<file path="config.mk">
export PLATFORM = sky130hd
export DESIGN_NAME = instr_loader
export DESIGN_NICKNAME = d
export VERILOG_FILES = /design/src/rtl/loader_pkg.sv /design/src/rtl/instr_byte_packer.sv /design/src/rtl/instr_loader.sv
export SDC_FILE = /design/constraint.sdc
export NUM_CORES = 1
export LEC_CHECK = 0
export BUFFER_PORTS_ARGS = -buffer_cell sky130_fd_sc_hd__buf_4
export CAP_MARGIN = 15
export CORE_MARGIN = 1.5
export CORE_UTILIZATION = 47
export CTS_BUF_LIST = sky130_fd_sc_hd__clkbuf_8
export DETAILED_ROUTE_END_ITERATION = 6
export GPL_TIMING_DRIVEN = 0
export PLACE_DENSITY = 0.84
export SLEW_MARGIN = 25
export SYNTH_ARGS = -nofsm -noshare
export SYNTH_HDL_FRONTEND = slang
export SYNTH_SLANG_ARGS = --single-unit
</file>
<file path="constraint.sdc">
create_clock -name i_clk -period 1.82 [get_ports i_clk]
set_clock_uncertainty 0.2 [all_clocks]
set_input_delay 0 -clock i_clk [delete_from_list [all_inputs] [get_ports i_clk]]
set_output_delay 0 -clock i_clk [all_outputs]
set_load 0.02 [all_outputs]
</file>
<file path="src/rtl/loader_pkg.sv">
// Shared definitions for the instruction loader: FSM encoding, default
// address map and instruction word width.
package loader_pkg;

    typedef enum logic [2:0] {
        S_IDLE  = 3'd0,
        S_COUNT = 3'd1,
        S_BYTE0 = 3'd2,
        S_BYTE1 = 3'd3,
        S_BYTE2 = 3'd4,
        S_WRITE = 3'd5,
        S_DONE  = 3'd6
    } state_t;

    localparam int          WORD_W        = 24;
    localparam logic [23:0] DEF_BASE_ADDR = 24'd10;
    localparam logic [23:0] DEF_ADDR_STEP = 24'd3;

endpackage

</file>
<file path="src/rtl/instr_byte_packer.sv">
// Packs a byte stream MSB-first into one instruction word; the first byte
// of a word ends up in the top byte after three shifts.
module instr_byte_packer
    import loader_pkg::*;
(
    input  logic              i_clk,
    input  logic              i_rst_n,
    input  logic              i_clr,
    input  logic              i_load,
    input  logic [7:0]        i_byte,
    output logic [WORD_W-1:0] o_word
);

    logic [WORD_W-1:0] r_word;

    // Shift register: clear wins over load.
    always_ff @(posedge i_clk or negedge i_rst_n) begin
        if (!i_rst_n) begin
            r_word <= 24'd0;
        end else if (i_clr) begin
            r_word <= 24'd0;
        end else if (i_load) begin
            r_word <= {r_word[WORD_W-9:0], i_byte};
        end else begin
            r_word <= r_word;
        end
    end

    assign o_word = r_word;

endmodule

</file>
<file path="src/rtl/instr_loader.sv">
// Streams a header byte N plus 3*N bytes into instruction memory at the PC
// fetch addresses, holding the CPU stalled until the last word is written.
module instr_loader
    import loader_pkg::*;
#(
    parameter logic [23:0] BASE_ADDR = DEF_BASE_ADDR,
    parameter logic [23:0] ADDR_STEP = DEF_ADDR_STEP
) (
    input  logic        i_clk,
    input  logic        i_rst_n,
    input  logic        i_start,
    input  logic        i_abort,
    input  logic [7:0]  i_in_data,
    input  logic        i_in_valid,
    output logic        o_in_ready,
    output logic        o_im_we,
    output logic [23:0] o_im_addr,
    output logic [23:0] o_im_wdata,
    output logic        o_cpu_hold,
    output logic        o_done,
    output logic [8:0]  o_words_loaded
);

    state_t      r_state;
    state_t      w_next_state;
    logic        r_in_ready;
    logic        r_im_we;
    logic        r_cpu_hold;
    logic        r_done;
    logic [23:0] r_addr;
    logic [7:0]  r_left;
    logic [8:0]  r_words;
    logic        w_hs;
    logic        w_start;
    logic        w_take_count;
    logic        w_shift;
    logic        w_step;
    logic        w_busy_in;
    logic [23:0] w_word;

    assign w_hs         = i_in_valid & r_in_ready;
    assign w_start      = ((r_state == S_IDLE) || (r_state == S_DONE)) & i_start & ~i_abort;
    assign w_take_count = (r_state == S_COUNT) & w_hs & ~i_abort;
    assign w_busy_in    = (r_state == S_BYTE0) || (r_state == S_BYTE1) || (r_state == S_BYTE2);
    assign w_shift      = w_busy_in & w_hs & ~i_abort;
    assign w_step       = (r_state == S_WRITE) & ~i_abort;

    // Next-state logic; abort overrides every other transition.
    always_comb begin
        w_next_state = r_state;
        case (r_state)
            S_IDLE, S_DONE: begin
                if (i_start) w_next_state = S_COUNT;
                else         w_next_state = r_state;
            end
            S_COUNT: begin
                if (w_hs) w_next_state = (i_in_data == 8'd0) ? S_DONE : S_BYTE0;
                else      w_next_state = r_state;
            end
            S_BYTE0: begin
                if (w_hs) w_next_state = S_BYTE1;
                else      w_next_state = r_state;
            end
            S_BYTE1: begin
                if (w_hs) w_next_state = S_BYTE2;
                else      w_next_state = r_state;
            end
            S_BYTE2: begin
                if (w_hs) w_next_state = S_WRITE;
                else      w_next_state = r_state;
            end
            S_WRITE: begin
                if (r_left == 8'd1) w_next_state = S_DONE;
                else                w_next_state = S_BYTE0;
            end
            default: w_next_state = S_IDLE;
        endcase
        if (i_abort) w_next_state = S_IDLE;
        else         w_next_state = w_next_state;
    end

    // State register with outputs pre-decoded from the next state so they are flops.
    always_ff @(posedge i_clk or negedge i_rst_n) begin
        if (!i_rst_n) begin
            r_state    <= S_IDLE;
            r_in_ready <= 1'b0;
            r_im_we    <= 1'b0;
            r_cpu_hold <= 1'b0;
            r_done     <= 1'b0;
        end else begin
            r_state    <= w_next_state;
            r_in_ready <= (w_next_state == S_COUNT) || (w_next_state == S_BYTE0) ||
                          (w_next_state == S_BYTE1) || (w_next_state == S_BYTE2);
            r_im_we    <= (w_next_state == S_WRITE);
            r_cpu_hold <= (w_next_state != S_IDLE) && (w_next_state != S_DONE);
            r_done     <= (w_next_state == S_DONE);
        end
    end

    // Address, remaining-word and loaded-word counters.
    always_ff @(posedge i_clk or negedge i_rst_n) begin
        if (!i_rst_n) begin
            r_addr  <= BASE_ADDR;
            r_left  <= 8'd0;
            r_words <= 9'd0;
        end else if (w_start) begin
            r_addr  <= BASE_ADDR;
            r_left  <= 8'd0;
            r_words <= 9'd0;
        end else if (w_take_count) begin
            r_left  <= i_in_data;
        end else if (w_step) begin
            r_addr  <= r_addr + ADDR_STEP;
            r_left  <= r_left - 8'd1;
            r_words <= r_words + 9'd1;
        end else begin
            r_addr  <= r_addr;
            r_left  <= r_left;
            r_words <= r_words;
        end
    end

    instr_byte_packer u_packer (
        .i_clk   (i_clk),
        .i_rst_n (i_rst_n),
        .i_clr   (w_start),
        .i_load  (w_shift),
        .i_byte  (i_in_data),
        .o_word  (w_word)
    );

    assign o_in_ready     = r_in_ready;
    assign o_im_we        = r_im_we;
    assign o_im_addr      = r_addr;
    assign o_im_wdata     = w_word;
    assign o_cpu_hold     = r_cpu_hold;
    assign o_done         = r_done;
    assign o_words_loaded = r_words;

endmodule

</file>
# ---- Yosys cells after proc, flatten, opt, wreduce, memory -nomap -nowiden
# Index checks and enable logic that the tools add are counted.
dict set report op_classes {
  mux 20
  order_cmp 0
  addsub 3
  reduce_logical 15
  bitwise 9
  div_mod_pow 0
  multipliers 0
  n_eq_ne 15
  n_shift 0
}
# op n
set op_table {}
lappend op_table {{$mux W24} 5}
lappend op_table {{$mux W9} 3}
lappend op_table {{$add A24 B2 Y24 const B} 1}
lappend op_table {{$mux W3} 8}
lappend op_table {{$mux W8} 3}
lappend op_table {{$eq A3 B3 Y1 const B} 6}
lappend op_table {{$pmux W3 S6} 1}
lappend op_table {{$eq A3 B2 Y1 const B} 4}
lappend op_table {{$add A9 B1 Y9 const B} 1}
lappend op_table {{$and A1 B1 Y1} 8}
lappend op_table {{$eq A8 B1 Y1 const B} 1}
lappend op_table {{$logic_not A8 Y1} 1}
lappend op_table {{$sub A8 B1 Y8 const B} 1}
lappend op_table {{$eq A3 B1 Y1 const B} 2}
lappend op_table {{$logic_or A1 B1 Y1} 6}
lappend op_table {{$reduce_bool A3 Y1} 2}
lappend op_table {{$reduce_bool A2 Y1} 2}
lappend op_table {{$logic_not A3 Y1} 1}
lappend op_table {{$ne A3 B3 Y1 const B} 1}
lappend op_table {{$ne A2 B1 Y1 const B} 1}
lappend op_table {{$reduce_and A2 Y1} 1}
lappend op_table {{$reduce_or A2 Y1} 1}
lappend op_table {{$logic_and A1 B1 Y1} 1}
lappend op_table {{$not A1 Y1} 1}
dict set report word_totals {
  rom_bits 0
  out_inout_bits 61
  elab_cells 71
  latch_bits 0
  ff_bits 72
  n_memories 0
  inputBits 13
  ramBits 0
}

# ---- Longest topological paths before layout
# Gate-level depths: netlist of run 1.
dict set report logic_depth {
  word_depth 9
  depth_mapped 8
  ltp_nobuf 6
}

# ---- By module
# A second synthesis of run 1 with hierarchy kept.
dict set report unflattened {
  hier_cells 378
  hier_area_um2 3709.8
}
# mod area_per_inst_um2 seq_area_each_um2 cells_each n_inst
set modules_own_cells {}
lappend modules_own_cells {instr_loader 2720.1 1203.7 301 1}
lappend modules_own_cells {instr_byte_packer 989.7 600.6 77 1}

# ---- Worst setup path before layout of run 1
# Ideal clock, no wire load.
dict set report synth_path {
  path_kind {register to register}
  start {register r_addr[1] (netlist: o_im_addr[1])}
  end {register r_addr[20] (netlist: o_im_addr[20])}
  setup_ns 0.132
  t_arrival_ns 1.639
  n_path_buf 0
  synth_period_minus_slack_ns 1.971
  t_required_ns 1.488
  stages_incl_launch_ff 7
  path_slack_ns -0.151
  path_cell_list {dfstp_2 -> inv_1 -> ha_1 -> nor4b_4 -> nand4_1 -> xor2_1 -> nor2_1}
}
dict set report synth_via {
  elab_chain_len 4
}
# element line_no
set synth_rtl {}
lappend synth_rtl {{from (decl)} instr_loader.sv:30} ;# logic [23:0] r_addr;
lappend synth_rtl {{from (signal assigned)} instr_loader.sv:113} ;# r_addr <= r_addr + ADDR_STEP;
lappend synth_rtl {{from (signal assigned)} instr_loader.sv:117} ;# r_addr <= r_addr;
lappend synth_rtl {{$add A24 B2 Y24} instr_loader.sv:113}
lappend synth_rtl {{$mux W24} instr_loader.sv:112} ;# end else if (w_step) begin
lappend synth_rtl {{$mux W24} instr_loader.sv:110} ;# end else if (w_take_count) begin
lappend synth_rtl {{$mux W24} instr_loader.sv:106} ;# end else if (w_start) begin
# No other way between the ends. The select of a mux whose other input is x is not followed.
# A chain may end at the register's enable or synchronous reset.

# ---- Worst setup path after layout of run 1
dict set report layout_path {
  start {register r_state[1]}
  end {register r_left[5]}
}
dict set report layout_via {
  elab_chain_len 5
  elab_cells_between_ends 13
  cone_classes {3 x eq/ne; 2 x mux; 5 x bitwise; 3 x reduce/logical}
}
# element line_no
set layout_rtl {}
lappend layout_rtl {{from (decl)} instr_loader.sv:24} ;# state_t r_state;
lappend layout_rtl {{from (signal assigned)} instr_loader.sv:91} ;# r_state <= w_next_state;
lappend layout_rtl {{$eq A3 B1 Y1, or another cell as far along} instr_loader.sv:43} ;# assign w_take_count = (r_state == S_COUNT) & w_hs & ~i_abort;
lappend layout_rtl {{$and A1 B1 Y1 / $logic_or A1 B1 Y1 (equally long branches)} {instr_loader.sv:43, instr_loader.sv:42}}
lappend layout_rtl {{$and A1 B1 Y1, on equally long branches} {instr_loader.sv:43, instr_loader.sv:42}}
lappend layout_rtl {{$mux W8 / $and A1 B1 Y1 (equally long branches)} {instr_loader.sv:110, instr_loader.sv:42}}
lappend layout_rtl {{$mux W8 / $reduce_bool A3 Y1 (equally long branches)} --}
lappend layout_rtl {{to (signal assigned)} instr_loader.sv:111} ;# r_left <= i_in_data;
lappend layout_rtl {{to (signal assigned)} instr_loader.sv:114} ;# r_left <= r_left - 8'd1;
lappend layout_rtl {{to (signal assigned)} instr_loader.sv:118} ;# r_left <= r_left;
lappend layout_rtl {{to (decl)} instr_loader.sv:31} ;# logic [7:0] r_left;
# Parallel ways exist; a longest one is shown, timed or not.

==> impl_metrics.json, run 1 <==
{
  "grt_usage_pct": 24.28,
  "rows": 31,
  "post_dp_cell_area_um2": 4219,
  "setup_viol": 62,
  "antenna_cells": 0,
  "crit_path_end": "r_left[5]",
  "vias": 3382,
  "clk_pin_slew_ns": 0.08,
  "violations": "hold timing, setup timing",
  "ys_seq_elements": 72,
  "slowest_delay_ns": 0.52,
  "maxCapViolCount": 0,
  "drive_gt1_share_pct": 44.18,
  "grt_overflow_total": 0,
  "drtPass1Iterations": 4,
  "cts_buffer_depth": 2,
  "avgViaCountPerCell": 5.581,
  "finalCritPeriodShare_pct": 113.4,
  "fin_util_pct": 74.83,
  "antenna_found_initial": 0,
  "place_congestion": 0.8853,
  "rsz0062_at_grt": "true",
  "hold_viol_final": 6,
  "fmax_ghz": 0.4844,
  "layout.cells.non_filler": 606,
  "critical-path-top-delay-family": "simple AND/OR/NAND/NOR gates",
  "peakVddDrop_v": 0.0004045,
  "portBuffers": 72,
  "slew_headroom_pct": 39.89,
  "place_hpwl_um": 5727,
  "yosys_warnings": 0,
  "criticalPathCategory": "register to register",
  "finalInstanceArea_um2": 5428,
  "synth_fp_nets": 382,
  "drc": 0,
  "core-area_um2": 7253,
  "yosysSeqAreaShare_pct": 51.44,
  "crit_start": "r_state[1]",
  "routedWlPerCell_um": 18.43,
  "yosysMostFrequentCell": "dfrtp_1",
  "r2r_start": "r_state[1]",
  "syn_avg_cell_area_um2": 9.609,
  "path_buf_inv": 1,
  "syn_inst": 365,
  "cts_sinks": 72,
  "synthToLayoutAreaGrowth_pct": 54.76,
  "cpMaxStageDelayCell": "or4_4",
  "power_density_nw_per_um2": 626.4,
  "synth-edff-count": 0,
  "die_w_um": 89.38,
  "cp-end-kind": "register",
  "cp.required_ns": 1.86,
  "hold_depth": 2,
  "numPlacedInstances": 536,
  "holdWs_ns": -0.3633,
  "ios": 74,
  "grt_max_degree": 73,
  "final.fill_count": 455,
  "reg2reg_setup_slack_ns": -0.24,
  "yosys.area.top_type": "dfrtp_1",
  "p_leak_nw": 2.585,
  "cts_buffers": 9,
  "cts_hold_buf": 12,
  "hold_class": "input port to register",
  "critPathLaunchType": "register",
  "cts_root_buffer": "clkbuf_8",
  "maxSlewViolCount": 0,
  "drt_iter0_drc": 221,
  "synthFlopType": "dfrtp_1",
  "setup_ws_ns": -0.2443,
  "die-area_um2": 7989,
  "initial_core_util_pct": 48.35,
  "fin_crit_ns": 2.064,
  "finalWirelength_um": 11170,
  "htreeDepth": 3,
  "path_depth": 6,
  "r2r.worst_path.cells": 6,
  "critPathMaxFanout": 4,
  "synthArstFlopShare_pct": 100.0,
  "cts_tree": "yes",
  "synth_top_area_share_pct": 49.95,
  "syn_area_um2": 3507,
  "worstPathCellList": "buf_6, nand4bb_4, or4_4, nor3_2, xnor2_1, a21oi_1",
  "die_h_um": 89.38,
  "cp_data_arrival_time_ns": 2.11,
  "finalPower_mw": 3.400,
  "grt_pass1_wl_um": 14640,
  "reg2reg_to": "r_left[5]",
  "worstSkewPairLatency_ns": 0.36,
  "tightestPinTransition_ns": 0.9017,
  "synth_cell_types": 48,
  "nets": 519,
  "grt_pass1_vias": 3093,
  "outcome": "finished with violations",
  "ant_nets": 0,
  "yosys-top-cells-area": "dfrtp_1 50%, nand2_1 6.7%, xor2_1 5.2%",
  "synthTopCellsByCount": "70 x dfrtp_1, 63 x nand2_1, 41 x nor2_1"
}
## worst reg2reg max path: cells and delay by family (launching register included)
kind | cells | cell delay [ns]
and+or+nand+nor | 3 | 0.94
DFF | 1 | 0.43
xor gates and xnor gates | 1 | 0.15
buffers and inverters | 1 | 0.14
AOI/OAI and AO/OA | 1 | 0.09
## per-layer routing
metal	up-vias	wire length [um]	track usage, %
li1	1515	-	-
met5	-	0	0
met3	31	633	5.633
met4	0	342	12.03
met2	143	5761	39.23
met1	1693	4428	30.71
## cells by family (layout without fill, tap and decap cells)
logic type / after synthesis / in the layout / share of synthesized area [%]
AOI/OAI and AO/OA: 56 / 56 / 9.204
muxes: 7 / 7 / 2.034
xor gates and xnor gates: 34 / 34 / 8.491
adders and majority gates: 4 / 4 / 1.427
DFF: 72 / 72 / 51.44
and+or+nand+nor: 164 / 164 / 23.80
buffers and inverters: 28 / 170 / 3.603
## where the power goes
| part | total [mW] | switching, mW | leakage, nW | internal, mW |
|---|---|---|---|---|
| Clock | 1.31 | 0.650 | 0.103 | 0.663 |
| Combinational | 0.410 | 0.223 | 1.49 | 0.187 |
| Sequential | 1.68 | 0.0439 | 0.991 | 1.63 |
## layout by cell type (no fill, tap or decap), types with 9 or more instances in the layout
| cell type | count |
|---|---|
| clkbuf_8 | 10 |
| inv_1 | 9 |
| nand2_2 | 10 |
| buf_6 | 20 |
| dfrtp_1 | 70 |
| o21ai_2 | 15 |
| xnor2_1 | 9 |
| dlygate4sd3_1 | 12 |
| buf_4 | 100 |
| nor2_1 | 38 |
| o21ai_0 | 9 |
| a21oi_1 | 9 |
| nand2_1 | 49 |
| xor2_1 | 20 |
## area by class of cell
| class | count | area (um^2) | share of cell area (%) |
|---|---|---|---|
| buffer | 18 | 200.2 | 3.688 |
| clock buffer | 10 | 137.6 | 2.536 |
| clock inverter | 6 | 60.06 | 1.106 |
| inverter | 9 | 33.78 | 0.6224 |
| multi-input combinational | 265 | 1959 | 36.10 |
| sequential | 72 | 1804 | 33.24 |
| tap | 99 | 123.9 | 2.282 |
| timing repair buffer | 127 | 1109 | 20.42 |
## how the worst min path moves through the flow
stage             from             to  slack (ns)
2_1_floorplan  i_rst_n     o_cpu_hold       -0.50
3_3_place_gp   i_rst_n  o_im_addr[18]       -0.02
3_5_place_dp   i_rst_n  o_im_addr[17]       -0.02
4_1_cts        i_abort     r_state[1]       -0.37
5_1_grt        i_abort     r_state[1]       -0.36
6_report       i_abort     r_state[1]       -0.36
## registers in the layout (all words and copies together) (netlist names), 3 cells and up
| signal | cells |
|---|---|
| r_state | 3 |
| o_im_addr | 24 |
| r_left | 8 |
| o_words_loaded | 9 |
| u_packer.o_word | 24 |
## per-stage QoR
| step | worst slack [ns] | setup TNS (ns) | hold slack, ns |
|---|---|---|---|
| after floorplan | -0.09037 | -0.5172 | -0.4956 |
| after global placement | -0.2735 | -11.86 | -0.02476 |
| after detailed placement | -0.3160 | -13.45 | -0.02105 |
| after CTS | -0.1668 | -1.944 | -0.3700 |
| after global routing | -0.3091 | -8.708 | -0.3649 |
| final | -0.2443 | -5.943 | -0.3633 |
## timing repair
action / CTS / global route
cloned: 1 / 3
resized for setup: 53 / 98
pin swaps: 24 / 32
hold endpoints to repair: 99 / 6
endpoints found under the setup margin: 65 / 69
setup buffers: 17 / 22
No activity file was read; power rests on OpenSTA's default activity.
==> inputs of run 2 (changes only) <==
--- a/config.mk
+++ b/config.mk
@@ -7,6 +7,7 @@
 export LEC_CHECK = 0
 export BUFFER_PORTS_ARGS = -buffer_cell sky130_fd_sc_hd__buf_4
 export CAP_MARGIN = 15
+export CORE_ASPECT_RATIO = 1.5
 export CORE_MARGIN = 1.5
 export CORE_UTILIZATION = 47
 export CTS_BUF_LIST = sky130_fd_sc_hd__clkbuf_8
@@ -16,4 +17,5 @@
 export SLEW_MARGIN = 25
 export SYNTH_ARGS = -nofsm -noshare
 export SYNTH_HDL_FRONTEND = slang
+export SYNTH_HIERARCHICAL = 1
 export SYNTH_SLANG_ARGS = --single-unit
==> run 2 against run 1 <==
The run ends with setup timing left. Via count up 12%. Non-clock buffer count rose by 3. Wire length is 21% higher. Sequential cell count is the same. Critical path depth grew 3. Largest power group unchanged.
==> impl_metrics.json, run 2 <==
{
  "outcome": "finished with violations",
  "violations": "setup timing",
  "drt_iter0_drc": 355,
  "p_sw_mw": 0.9474,
  "cts_buffer_depth": 2,
  "tightestPinTransition_ns": 0.9491,
  "vias": 3800,
  "die-area_um2": 8446,
  "worstSkewPairLatency_ns": 0.37,
  "synthArstFlopShare_pct": 100.0,
  "portBuffers": 72,
  "place_congestion": 0.8622,
  "cp.required_ns": 1.86,
  "syn_inst": 378,
  "synthTopCellsByCount": "70 x dfrtp_1, 46 x nor2_1, 35 x mux2i_1",
  "synthFlopType": "dfrtp_1",
  "cts_sinks": 72,
  "r2r_start": "r_state[1]",
  "rsz0062_at_grt": "true",
  "grt_overflow_total": 0,
  "antenna_cells": 0,
  "yosysMostFrequentCell": "dfrtp_1",
  "synth_fp_nets": 395,
  "synth_top_area_share_pct": 47.22,
  "fmax_ghz": 0.4445,
  "p_seq_share_pct": 49.9,
  "criticalPathCategory": "register to register",
  "pwr-share-clk_pct": 37.3,
  "multiInputGateArea_um2": 2263,
  "synth-edff-count": 0,
  "reg2reg_to": "u_packer/o_word[13]",
  "core-area_um2": 7612,
  "setup_viol": 70,
  "drive_gt1_share_pct": 44.55,
  "final_cell_mix": "97 x buf_4, 63 x dfrtp_1, 45 x nor2_1",
  "maxCapViolCount": 0,
  "cp_data_arrival_time_ns": 2.29,
  "p_sw_share_pct": 28.30,
  "maxSlewViolCount": 0,
  "internal-power_mw": 2.401,
  "fin_crit_ns": 2.250,
  "finalCritPeriodShare_pct": 123.6,
  "fin_util_pct": 76.12,
  "grt_pass1_wl_um": 17890,
  "antenna_found_initial": 0,
  "clk_pin_slew_ns": 0.08,
  "grt_max_degree": 73,
  "setup_tns_ns": -16.11,
  "rows": 39,
  "cp-end-kind": "register",
  "combPwrFrac_pct": 12.7,
  "critPathLaunchType": "register",
  "yosys.area.top_type": "dfrtp_1",
  "drc": 0,
  "syn_area_um2": 3710,
  "hold_depth": 6,
  "cts_tree": "yes",
  "routedWlPerCell_um": 21.56,
  "ant_nets": 0,
  "r2r.worst_path.cells": 9,
  "nets": 535,
  "reg2reg_setup_slack_ns": -0.43,
  "min_from": "i_abort",
  "power_density_nw_per_um2": 577.8,
  "critPathMaxFanout": 6,
  "cts_buffers": 9,
  "hold_end": "o_im_addr[19]",
  "hold_class": "input port to register",
  "grt_pass1_vias": 3684,
  "die_w_um": 75.54,
  "mostFrequentLayoutCell": "buf_4",
  "drtPass1Iterations": 5,
  "hold_viol_final": 0,
  "peakVddDrop_v": 0.0006390,
  "slew_headroom_pct": 36.73,
  "synthToLayoutAreaGrowth_pct": 56.19,
  "die_h_um": 111.8,
  "ios": 74,
  "yosys-top-cells-area": "dfrtp_1 47%, mux2i_1 9.4%, nor2_1 4.7%",
  "yosys_warnings": 6,
  "htreeDepth": 3,
  "avgViaCountPerCell": 6.080,
  "setup_ws_ns": -0.4299,
  "synth_cell_types": 46,
  "cts_root_buffer": "clkbuf_8",
  "ys_seq_elements": 72,
  "finalWirelength_um": 13470,
  "place_hpwl_um": 6218,
  "initial_core_util_pct": 48.73,
  "syn_avg_cell_area_um2": 9.814,
  "yosysSeqAreaShare_pct": 48.63,
  "grt_usage_pct": 27.97,
  "final.fill_count": 473,
  "p_leak_nw": 2.672,
  "seq_area_um2": 1813
}
==> run 2: cell types whose count changed in the layout (fill, tap and decap cells not counted), sizes merged, moves of 5 or more <==
cell | before | now
nand2b | 2 | 10
nor4 | 3 | 10
clkbuf | 15 | 21
xor2 | 21 | 6
mux2i | 6 | 35
o21ai | 32 | 16
nor2 | 41 | 46
a211oi | 1 | 6
nand2 | 63 | 31
nor3 | 6 | 13
nor2b | 6 | 1
a21oi | 11 | 19
==> run 2: metrics by stage <==
step / power (mW) / setup WS, ns / std cells / hold WS [ns] / cell area, um^2
3_5_place_dp: 1.966 / -0.5674 / 552 / -0.01069 / 4431
5_1_grt: 3.435 / -0.4620 / 625 / 0.07409 / 5794
3_3_place_gp: 1.956 / -0.5116 / 552 / -0.02017 / 4431
6_report: 3.348 / -0.4299 / 625 / 0.05054 / 5794
4_1_cts: 3.216 / -0.3272 / 611 / -0.007196 / 5355
2_1_floorplan: 1.851 / -0.3408 / 378 / -0.4956 / 3762
==> run 2: kinds of logic after synthesis <==
logic type	share of synthesized area (%)
AND/OR/NAND/NOR	22.02
multiplexers	9.747
AO/OA/AOI/OAI	8.668
flip-flops	48.63
buffers and inverters	4.385
adder cells (fa/ha/maj)	1.349
XOR/XNOR	5.194
==> run 2: cell type report <==
cell class / count / area share, %
Inverter: 11 / 0.7342
Multi-Input combinational cell: 276 / 39.06
Timing Repair Buffer: 132 / 19.95
Clock buffer: 12 / 2.850
Buffer: 16 / 3.585
Clock inverter: 4 / 0.3239
Sequential cell: 72 / 31.29
Tap cell: 102 / 2.203
==> run 2: power groups by stage <==
stage | clock network, mW | registers (mW) | logic [mW]
detailed placement | 0 | 1.69 | 0.273
global placement | 0 | 1.69 | 0.265
global route | 1.31 | 1.67 | 0.453
finish | 1.25 | 1.67 | 0.426
floorplan | 0 | 1.70 | 0.155
CTS | 1.22 | 1.66 | 0.334
==> run 2: per-layer routing <==
| metal | wire length (um) | GRT usage (%) | part of all wire (%) |
|---|---|---|---|
| met1 | 4844 | 32.77 | 36 |
| met4 | 811 | 18.21 | 6.0 |
| met2 | 7020 | 44.91 | 52 |
| met3 | 796 | 5.792 | 5.9 |
| met5 | 0 | 0 | 0 |
==> run 2: timing repair <==
action,in CTS,in global routing
gates cloned,3,3
endpoints found under the setup margin,70,69
endpoints found under the hold margin,93,0
hold buffers,13,0
pin swaps,20,36
gates resized for setup,80,78
buffers inserted,28,13
==> run 2: worst max-delay path by stage <==
stage | from | end | slack [ns] | cells past startpoint
5_1_grt | r_state[1] | u_packer/o_word[13] | -0.46 | 9
2_1_floorplan | o_im_addr[3] | o_im_addr[23] | -0.34 | 5
3_3_place_gp | r_state[1] | o_im_addr[23] | -0.51 | 5
3_5_place_dp | r_state[1] | o_im_addr[23] | -0.57 | 5
6_report | r_state[1] | u_packer/o_word[13] | -0.43 | 9
4_1_cts | r_state[1] | u_packer/o_word[17] | -0.33 | 9
==> run 2: worst max-delay path, stage by stage, from the launching register on <==
cell       delay [ns]
dfrtp_2          0.43
buf_6            0.13
buf_6            0.12
buf_8            0.12
mux2_4           0.31
nor3_4           0.14
buf_6            0.21
clkbuf_16        0.17
mux2i_1          0.21
nor2_1           0.08
